<file path="src/rtl/judge_arbiter.sv">
// Round-robin arbiter that hands one of four requesters to a shared judge
// unit, waits for its result (or a timeout) and reports it as a one-cycle pulse.
module judge_arbiter #(
  parameter int TIMEOUT = 15
) (
  input  logic       clk,
  input  logic       reset,
  input  logic [3:0] req,
  output logic [3:0] gnt,
  output logic       res_start,
  output logic [1:0] res_sel,
  input  logic       res_done,
  input  logic [2:0] res_judge,
  output logic       out_valid,
  output logic [1:0] out_id,
  output logic [2:0] out_judge,
  output logic       timeout,
  output logic       busy
);

  typedef enum logic [1:0] {IDLE, START, WAIT, REPORT} state_t;

  localparam logic [7:0] TO_LAST = 8'(TIMEOUT - 1);

  state_t     state;
  logic [1:0] rr_ptr;
  logic [7:0] wait_cnt;
  logic [1:0] pick;

  // First set request at or above ptr, wrapping 3->0; the loop runs from the
  // farthest offset down so the nearest one is assigned last and wins.
  function automatic logic [1:0] rr_pick(input logic [3:0] r, input logic [1:0] ptr);
    logic [1:0] sel;
    logic [1:0] idx;
    sel = ptr;
    for (int k = 3; k >= 0; k--) begin
      idx = ptr + 2'(k);
      if (r[idx]) sel = idx;
    end
    return sel;
  endfunction

  assign pick = rr_pick(req, rr_ptr);

  always_ff @(posedge clk) begin
    if (reset) begin
      state     <= IDLE;
      rr_ptr    <= 2'd0;
      wait_cnt  <= 8'd0;
      gnt       <= 4'd0;
      res_start <= 1'b0;
      res_sel   <= 2'd0;
      out_valid <= 1'b0;
      out_id    <= 2'd0;
      out_judge <= 3'd0;
      timeout   <= 1'b0;
      busy      <= 1'b0;
    end else begin
      res_start <= 1'b0;
      out_valid <= 1'b0;
      case (state)
        IDLE: begin
          if (req != 4'd0) begin
            gnt       <= 4'd1 << pick;
            res_sel   <= pick;
            res_start <= 1'b1;
            busy      <= 1'b1;
            state     <= START;
          end
        end
        START: begin
          wait_cnt <= 8'd0;
          state    <= WAIT;
        end
        WAIT: begin
          // A completion arriving on the timeout cycle still counts as a real result.
          if (res_done) begin
            out_judge <= res_judge;
            timeout   <= 1'b0;
            out_id    <= res_sel;
            out_valid <= 1'b1;
            state     <= REPORT;
          end else begin
            wait_cnt <= wait_cnt + 8'd1;
            if (wait_cnt == TO_LAST) begin
              out_judge <= 3'b111;
              timeout   <= 1'b1;
              out_id    <= res_sel;
              out_valid <= 1'b1;
              state     <= REPORT;
            end
          end
        end
        REPORT: begin
          rr_ptr  <= res_sel + 2'd1;
          gnt     <= 4'd0;
          timeout <= 1'b0;
          busy    <= 1'b0;
          state   <= IDLE;
        end
        default: state <= IDLE;
      endcase
    end
  end

endmodule

</file>
<file path="config.mk">
export PLATFORM = sky130hd
export DESIGN_NAME = judge_arbiter
export DESIGN_NICKNAME = d
export VERILOG_FILES = /design/src/rtl/judge_arbiter.sv
export SDC_FILE = /design/constraint.sdc
export NUM_CORES = 1
export LEC_CHECK = 0
export CORE_ASPECT_RATIO = 0.8
export CORE_UTILIZATION = 25
export CTS_CLUSTER_DIAMETER = 80
export CTS_CLUSTER_SIZE = 28
export DETAILED_ROUTE_END_ITERATION = 8
export GPL_TIMING_DRIVEN = 0
export HOLD_SLACK_MARGIN = 0.1
export PLACE_DENSITY = 0.55
export SLEW_MARGIN = 15
export SYNTH_ARGS = -nofsm -noshare
export SYNTH_HDL_FRONTEND = slang
export SYNTH_SLANG_ARGS = --single-unit
</file>
<file path="constraint.sdc">
create_clock -name clk -period 2.3 [get_ports clk]
set_clock_uncertainty 0.15 [all_clocks]
set_input_delay 0.23 -clock clk [delete_from_list [all_inputs] [get_ports clk]]
set_output_delay 0.23 -clock clk [all_outputs]
set_load 0.05 [all_outputs]
</file>
==> out/results.ini <==
[outcome]
status = finished clean

[timing]
timing_worst_slew_pin_value_ps = 516
final-max-slew-violation-count = 0
tns_ps = 0
finalCritPeriodShare_pct = 85.8
whs_ps = 187
period_minus_slack_ps = 1970
max_freq_mhz = 507
finalSetupViolCount = 0
hold_viol = 0
worst_slack_ps = 326
relSlewSlack_pct = 65.5
rsz0062_at_grt = false

[floorplanning]
io_pins = 25
die_w_um = 82.1
dieArea_um2 = 5430
die_h_um = 66.1
initial_core_util_pct = 27.0
rows = 22
core_um2 = 4760

[setup_path]
end_kind = flip-flop
worstPathMaxFanout = 8
crit_chain = inv_1 -> ha_1 -> nor2b_1 -> nand3_1 -> mux2_1 -> nor2_1
crit_path_top_delay_cell = nor2b_1
cp_slowest_stage_delay_ps = 400
critPathTopFamily = simple AND/OR/NAND/NOR gates
required_ps = 2370
critPathArrivalTime_ps = 2040
start_kind = flip-flop
critPathBufInv = 1
crit_type = flip-flop to flip-flop

[synthesis]
synth_cells = 145
syn_avg_cell_area_um2 = 8.85
yosys-top-cells-area = dfxtp_1 (42%), nor2_1 (7.3%), ha_1 (6.8%)
synthMuxAreaShare_pct = 4.00
synth-seq-cells = 27
ys_async_sr_fraction_pct = 0
synth_top_family_by_area = simple AND/OR/NAND/NOR gates
dominantRegCellSynth = dfxtp_1
synth_compound_area_share_pct = 15.8
netlist.area_leader.share_pct = 42.1
synth_commonest_cells = dfxtp_1 (27), nor2_1 (25), nand2_1 (10)
synthSimpleGateAreaFrac_pct = 26.5
synth_xor_area_share_pct = 2.73
synth_edf_count = 0
synth_fa_ha_area_share_pct = 6.82
synthesis.area_um2 = 1280
synth.distinct_cells = 40
yosys_warnings = 0
yosysTopAreaCell = dfxtp_1
syn-num-nets = 162
ys_seq_area_share_pct = 42.1
synthMostInstantiatedCell = dfxtp_1

[power]
power_frac_seq_pct = 38.3
p_switching_uw = 648
p_sw_share_pct = 41.7
ir_drop_mv = 0.585
comb_power_share_pct = 43.6
power_density_nw_per_um2 = 950
leakage_uw = 0.000592
clock_power_share_pct = 18.1
internal_power_uw = 907

[grt]
antenna_found_initial = 0
gr-usage-met3_pct = 4.14
grt_use_met2_pct = 17.8
grt_overflow_total = 0
grt_pass1_vias = 1007
grt_usage_pct = 11.5
busiest_layer = met2
grt_pass1_wl_um = 4710
grt_max_degree = 17
grt_util_met1_pct = 15.2

[final_layout]
finalCoreUtilization_pct = 34.4
nFillCells = 494
regArea_um2 = 541
fin_nets = 190
insertedDiodeCount = 0
multi_input_area_um2 = 717
post-route-cell-area_um2 = 1640
drive_gt1_share_pct = 5.23
areaGrowthSynthToFinish_pct = 27.6

[clocking]
cts_buffer_depth = 2
insertion_delay_ps = 280
numClockSinks = 27
htree_levels = 1
cts_setup_buffers = 0
cts_buffers = 3
cts.repair.resized = 0
path_clk_slew_ps = 100
cts_tree = done
ctsHoldBuffers = 0
root_buffer = clkbuf_8

[route]
finalWirelength_um = 2730
vias = 1080
drc = 0
via_per_inst = 4.66
first_iter_violations = 87
antenna_left = 0
wl_per_cell_um = 11.8
dr.pass1.iters = 4

[place]
portBuffers = 23
dp_hpwl_um = 2040
dpl-instance-area_um2 = 1590
preCtsSetupSlack_ps = 167
place.gp.congestion = 0.784

[run]
cap_viol_max_count = 0

[hold_path]
hold_class = primary input to flip-flop

-- power by group through the flow --
stage | sequential [µW] | combinational, µW | clock (µW)
detailed placement | 606 | 678 | 0
floorplan | 759 | 331 | 0
global route | 608 | 755 | 308
finish | 595 | 679 | 282
CTS | 596 | 680 | 287
global placement | 607 | 677 | 0
-- final timing paths --
check,start,end,slack (ps),cells after the start
worst max-delay path,state[0],wait_cnt[7],330,6
worst min-delay path,reset,out_valid,190,2
worst max register to register,state[0],wait_cnt[7],330,6
worst min register to register,gnt[0],gnt[0],310,2
-- metal layers --
| metal | part of all wire (%) | wire, µm |
|---|---|---|
| met1 | 54 | 1480 |
| met2 | 41 | 1120 |
| met3 | 4.2 | 114 |
| met4 | 0.70 | 19 |
| met5 | 0 | 0 |
-- state kept, by name (all words and copies together) (netlist names), 2 cells and up --
name / flops
out_id: 2
wait_cnt: 8
out_judge: 3
state: 2
res_sel: 2
rr_ptr: 2
gnt: 4
-- final cells by class --
| cell class | instances | share of cell area (%) |
|---|---|---|
| clock buffers | 3 | 2.52 |
| inverters | 4 | 0.917 |
| plain buffers | 3 | 0.688 |
| repair buffers | 23 | 14.1 |
| clock inverters | 1 | 0.458 |
| multi-input cells | 111 | 43.8 |
| flip-flops and latches | 27 | 33.0 |
| well taps | 60 | 4.58 |
-- kinds of logic (layout without fill, tap and decap cells) --
family | after synthesis | count (layout)
and+or+nand+nor | 68 | 68
AOI/OAI and AO/OA | 27 | 27
DFF | 27 | 27
adders and majority gates | 7 | 7
buffers and inverters | 7 | 34
muxes | 5 | 5
xor gates and xnor gates | 4 | 4
-- worst register-to-register path, cell delays in order, from the launching register on --
cell and delay, ps:
dfxtp_1 350, inv_1 120, ha_1 310, nor2b_1 400, nand3_1 180, mux2_1 340, nor2_1 80
-- cell usage in the layout, fill, tap and decap left out, types with 2 or more instances in the layout --
cell             instances
a211oi_1                 4
nand3_1                  3
and3_1                   2
inv_1                    4
mux2i_1                  4
dfxtp_1                 27
nand2b_1                 2
o21ai_1                  3
clkbuf_8                 3
clkdlybuf4s50_1         23
nand4_1                  3
ha_1                     7
xor2_1                   3
clkbuf_1                 2
nor2b_1                  7
nor3_1                   8
nand2_1                 10
a21oi_1                  8
nor2_1                  25
-- through the flow --
step,std cells,power (µW)
2_1_floorplan,145,1090
3_3_place_gp,228,1280
3_5_place_dp,228,1280
4_1_cts,232,1560
5_1_grt,232,1670
6_report,232,1560
(Power assumes the default switching activity.)
